==> config.mk <==
export PLATFORM = sky130hd
export DESIGN_NAME = inst_fetch_ctrl
export DESIGN_NICKNAME = d
export VERILOG_FILES = /design/src/rtl/inst_fetch_ctrl_pkg.sv /design/src/rtl/fetch_fifo.sv /design/src/rtl/inst_fetch_ctrl.sv
export SDC_FILE = /design/constraint.sdc
export NUM_CORES = 1
export LEC_CHECK = 0
export BUFFER_PORTS_ARGS = -buffer_cell sky130_fd_sc_hd__buf_2
export CAP_MARGIN = 20
export CORE_MARGIN = 5
export CORE_UTILIZATION = 45
export CTS_BUF_LIST = sky130_fd_sc_hd__clkbuf_2
export DETAILED_ROUTE_END_ITERATION = 10
export HOLD_SLACK_MARGIN = 0.06
export PLACE_DENSITY_LB_ADDON = 0.15
export SYNTH_ARGS = -nofsm -noshare
export SYNTH_HDL_FRONTEND = slang
export SYNTH_SLANG_ARGS = --single-unit
==> constraint.sdc <==
create_clock -name clk -period 6.13 [get_ports clk]
set_clock_uncertainty 0.15 [all_clocks]
set_input_delay 0.613 -clock clk [delete_from_list [all_inputs] [get_ports clk]]
set_output_delay 0.613 -clock clk [all_outputs]
set_load 0.02 [all_outputs]
==> src/rtl/inst_fetch_ctrl_pkg.sv <==
// Shared widths, constants, FSM encoding and the prefetch entry layout
// for the instruction fetch controller.
package inst_fetch_ctrl_pkg;
  localparam int INST_ADDR_W = 32;
  localparam int INST_W      = 32;

  localparam logic [INST_ADDR_W-1:0] INST_STRIDE      = 32'd16;
  localparam logic [INST_W-1:0]      ZERO_DOUBLE_WORD = '0;
  localparam logic                   CHIP_ENABLE      = 1'b1;
  localparam logic                   CHIP_DISABLE     = 1'b0;

  typedef enum logic [1:0] {
    ST_IDLE  = 2'd0,
    ST_FETCH = 2'd1,
    ST_DEBUG = 2'd2
  } fetch_state_e;

  typedef struct packed {
    logic [INST_ADDR_W-1:0] pc;
    logic [INST_W-1:0]      inst;
  } fetch_entry_t;
endpackage

==> src/rtl/fetch_fifo.sv <==
// Small prefetch queue of {pc, inst} entries; head reads as zero when empty.
module fetch_fifo
  import inst_fetch_ctrl_pkg::*;
#(
  parameter int DEPTH = 2
) (
  input  logic         clk,
  input  logic         rst_n,
  input  logic         push_i,
  input  logic         pop_i,
  input  logic         clear_i,
  input  fetch_entry_t din_i,
  output logic         full_o,
  output logic         empty_o,
  output fetch_entry_t head_o
);
  localparam int PW = $clog2(DEPTH);
  localparam logic [PW:0] ONE = 1;

  // Pointers carry one wrap bit to tell full from empty.
  logic [PW:0]  wr_q, rd_q;
  fetch_entry_t mem_q [DEPTH];

  always_ff @(posedge clk or negedge rst_n) begin
    if (!rst_n) begin
      wr_q <= '0;
      rd_q <= '0;
    end else if (clear_i) begin
      wr_q <= '0;
      rd_q <= '0;
    end else begin
      if (push_i) wr_q <= wr_q + ONE;
      if (pop_i)  rd_q <= rd_q + ONE;
    end
  end

  always_ff @(posedge clk) begin
    if (push_i && !clear_i) mem_q[wr_q[PW-1:0]] <= din_i;
  end

  assign empty_o = (wr_q == rd_q);
  assign full_o  = (wr_q[PW] != rd_q[PW]) && (wr_q[PW-1:0] == rd_q[PW-1:0]);
  assign head_o  = empty_o ? '0 : mem_q[rd_q[PW-1:0]];
endmodule

==> src/rtl/inst_fetch_ctrl.sv <==
// Instruction fetch controller: sequential ROM fetch into a prefetch queue,
// redirect on flush, and a one-cycle debug read port sharing the ROM.
module inst_fetch_ctrl
  import inst_fetch_ctrl_pkg::*;
#(
  parameter logic [31:0] RESET_PC   = 32'h0000_0000,
  parameter int          FIFO_DEPTH = 2
) (
  input  logic                   clk,
  input  logic                   rst_n,
  output logic                   rom_ce,
  output logic [INST_ADDR_W-1:0] rom_addr,
  input  logic [INST_W-1:0]      rom_inst,
  input  logic                   stall,
  input  logic                   flush,
  input  logic [INST_ADDR_W-1:0] flush_pc,
  output logic                   if_valid,
  output logic [INST_W-1:0]      if_inst,
  output logic [INST_ADDR_W-1:0] if_pc,
  input  logic                   dbg_req,
  input  logic [INST_ADDR_W-1:0] dbg_addr,
  output logic                   dbg_ack,
  output logic [INST_W-1:0]      dbg_data
);
  fetch_state_e           state_q, state_d;
  logic [INST_ADDR_W-1:0] pc_q, pc_d;
  logic                   dbg_ack_q;
  logic [INST_W-1:0]      dbg_data_q;
  logic                   fetch, pop, full, empty;
  fetch_entry_t           head;

  assign pop = if_valid && !stall && !flush;

  // DEBUG always returns to FETCH, so grants can never be back-to-back.
  always_comb begin
    state_d  = state_q;
    pc_d     = pc_q;
    rom_ce   = CHIP_DISABLE;
    rom_addr = '0;
    fetch    = 1'b0;
    case (state_q)
      ST_IDLE:  state_d = ST_FETCH;
      ST_FETCH: begin
        if (!flush && (!full || pop)) begin
          fetch    = 1'b1;
          rom_ce   = CHIP_ENABLE;
          rom_addr = pc_q;
          pc_d     = pc_q + INST_STRIDE;
        end
        if (dbg_req && !flush) state_d = ST_DEBUG;
      end
      ST_DEBUG: begin
        rom_ce   = CHIP_ENABLE;
        rom_addr = dbg_addr;
        state_d  = ST_FETCH;
      end
      default:  state_d = ST_IDLE;
    endcase
    if (flush) pc_d = flush_pc;
  end

  always_ff @(posedge clk or negedge rst_n) begin
    if (!rst_n) begin
      state_q    <= ST_IDLE;
      pc_q       <= RESET_PC;
      dbg_ack_q  <= 1'b0;
      dbg_data_q <= ZERO_DOUBLE_WORD;
    end else begin
      state_q   <= state_d;
      pc_q      <= pc_d;
      dbg_ack_q <= (state_q == ST_DEBUG);
      if (state_q == ST_DEBUG) dbg_data_q <= rom_inst;
    end
  end

  fetch_fifo #(.DEPTH(FIFO_DEPTH)) u_fifo (
    .clk     (clk),
    .rst_n   (rst_n),
    .push_i  (fetch),
    .pop_i   (pop),
    .clear_i (flush),
    .din_i   ('{pc: pc_q, inst: rom_inst}),
    .full_o  (full),
    .empty_o (empty),
    .head_o  (head)
  );

  assign if_valid = !empty;
  assign if_inst  = head.inst;
  assign if_pc    = head.pc;
  assign dbg_ack  = dbg_ack_q;
  assign dbg_data = dbg_data_q;
endmodule

==> metrics.cfg <==
[detailed_routing]
route.vias.total = 5964
drc = 0
wl_per_cell_um = 18.5
via_per_inst = 5.21
drtAntennaViolNets = 0
first_pass_iters = 5
drt-initial-drc-count = 253
wl_um = 21200

[finish]
final_cell_mix = 230 x buf_2, 128 x edfxtp_1, 75 x nor2_1
drive_above_1_share = 0.357
syn_to_final_growth_pct = 26.9
final_common_cell = buf_2
nets = 1003

[worst_setup_path]
slowest_stage = dfrtp_4
ff2ff_setup_slack_ns = 2.54
crit_arrival_ns = 3.86
worstSetupStartpointType = flip-flop
critPathBufInv = 2
worstSetupPathType = flip-flop to primary output
cp.required_ns = 5.37
crit_family = flip-flops
cpPeakStageDelay_ns = 0.81
path_cells = xor2_1 -> o31ai_4 -> nor3b_4 -> buf_4 -> a22o_1 -> buf_2
path_max_fanout = 29
end_kind = primary output

[power_and_ir_drop]
ir_drop_mv = 0.201
power.density_mw_per_mm2 = 450
p_leak_uw = 0.00442
total_power_uw = 4880

[synth]
synthesis.area_mm2 = 0.00853
avgSynthCellArea_um2 = 14.0
synth_edf_count = 128
synth_nets = 715
yosys_warnings = 0
synthCells = 609
ys.flop_type = edfxtp_1
ys_async_sr_fraction = 0.357
ys_ff_latch = 199
ys_types = 45
ys_seq_area_frac = 0.659

[min_path]
hold_path.class = input port to flip-flop

[sta]
setup_viol = 0
drv_slew = 0
tns_ns = 0
grt_setup_unrepaired = false
period_needed_ns = 4.62
relSlewSlack = 0.361
hold_violations = 0
timing.final.crit_share = 0.754
timing.final.ws_setup_ns = 1.51
worst_pin_slew_ns = 0.959
max_freq_mhz = 216

[cts]
cts_tree = built
clkLatencyLatePin_ns = 0.73
htreeDepth = 4
cts-resized-gates = 0
clock_sinks = 199
clockBufferDepth = 2
cts-root-buf = clkbuf_2
cts_buffers = 17
clk_pin_slew_ns = 0.26

[place]
place_congestion = 0.820
dp_hpwl_um = 14100
io_buffers = 231
pre_cts_ws_ns = 2.30

[global_routing]
grt_pass1_wl_um = 33400
grt_max_degree = 72
antenna_found_initial = 1
grt-ovfl-total = 0
grt.total_usage = 0.196
grt_pass1_vias = 6344

[status]
status = complete, no violations

[floorplan]
rows = 50
initial_utilization = 0.456
io_pins = 232
die_h_um = 148
core_area_mm2 = 0.0187
dieWidth_um = 148
die-area_mm2 = 0.0218

[job]
maxCapViolations = 0

==> final cells by class <==
type	count	area, um2
Antenna cell	1	2.50
Clock buffer	20	100
Clock inverter	12	128
Fill cell	1545	7880
Inverter	6	22.5
Multi-Input combinational cell	367	2740
Sequential cell	199	5620
Tap cell	234	293
Timing Repair Buffer	306	1910
==> worst reg2reg max path: stages, from the launching register on <==
cell     delay, ns
dfrtp_4       0.81
xor2_1        0.58
o31ai_4       0.30
nor3_4        0.66
buf_4         0.71
==> cells in the mapped netlist, types with 4 or more instances <==
cell,count,area share
nor2_1,76,0.033
o21ai_1,11,0.0065
buf_1,6,0.0026
nor4_2,4,0.0059
edfxtp_1,128,0.45
xor2_1,12,0.012
xnor2_1,20,0.021
nor3_1,5,0.0029
ha_1,5,0.0073
a22o_1,31,0.032
clkbuf_1,19,0.0084
dfrtp_1,71,0.21
mux2_2,37,0.049
nand2_1,31,0.014
o21ai_0,14,0.0082
inv_1,6,0.0026
buf_2,6,0.0035
nand4_1,10,0.0073
nand3_1,10,0.0059
mux2i_1,66,0.077
==> power breakdown <==
group          internal (uW)  switching, uW
registers               1750            198
clock network            191            427
logic                    818           1490
==> final timing paths <==
kind	start	endpoint	cells past startpoint
setup / recovery	u_fifo.rd_q[0]	rom_addr[17]	6
hold / removal	flush	pc_q[9]	4
setup reg to reg	u_fifo.rd_q[0]	u_fifo.mem_q[0][59]	4
hold reg to reg	dbg_data[22]	dbg_data[22]	1
max in group asynchronous	rst_n	u_fifo.rd_q[0]	4
min in group asynchronous	rst_n	pc_q[3]	3
==> stage by stage <==
| stage | cell area (um2) | util | hold WS [ns] | cells |
|---|---|---|---|---|
| 6_report | 10800 | 0.579 | 0.362 | 1145 |
| 5_1_grt | 10800 | 0.579 | 0.299 | 1145 |
| 4_1_cts | 10800 | 0.577 | 0.267 | 1142 |
| 3_5_place_dp | 9890 | 0.528 | 0.340 | 1043 |
| 3_3_place_gp | 9890 | 0.528 | 0.334 | 1043 |
| 2_1_floorplan | 8530 | - | 0.167 | 609 |
==> state kept, by name, summed over array words and instances (netlist names) <==
name	count
pc_q	32
u_fifo.mem_q	128
u_fifo.wr_q	2
dbg_data	32
dbg_ack	1
u_fifo.rd_q	2
state_q	2
==> per-layer routing <==
layer  global-route usage  wire length, um  vias to the layer above
li1                     -                -                     2807
met5                    0                0                        -
met1                0.242             9040                     2954
met2                0.351            10900                      190
met4               0.0461              192                        0
met3               0.0417             1100                       13
==> kinds of logic (layout without fill, tap and decap cells) <==
logic type / after synthesis / in the layout / share of synthesized area
AO/OA/AOI/OAI: 67 / 67 / 0.0587
buffers and inverters: 43 / 344 / 0.0239
adder cells (fa/ha/maj): 5 / 5 / 0.00734
flip-flops: 199 / 199 / 0.659
other: 0 / 1 / 0
XOR/XNOR: 32 / 32 / 0.0329
multiplexers: 103 / 103 / 0.126
AND/OR/NAND/NOR: 160 / 160 / 0.0918
==> what timing repair did <==
| item | 4_1_cts | 5_1_grt |
|---|---|---|
| setup endpoints to repair | 0 | 0 |
| hold endpoints to repair | 202 | 8 |
| setup buffers | 0 | 0 |
| hold buffers | 67 | 1 |
Note: power is estimated with default switching activity, not from simulation.
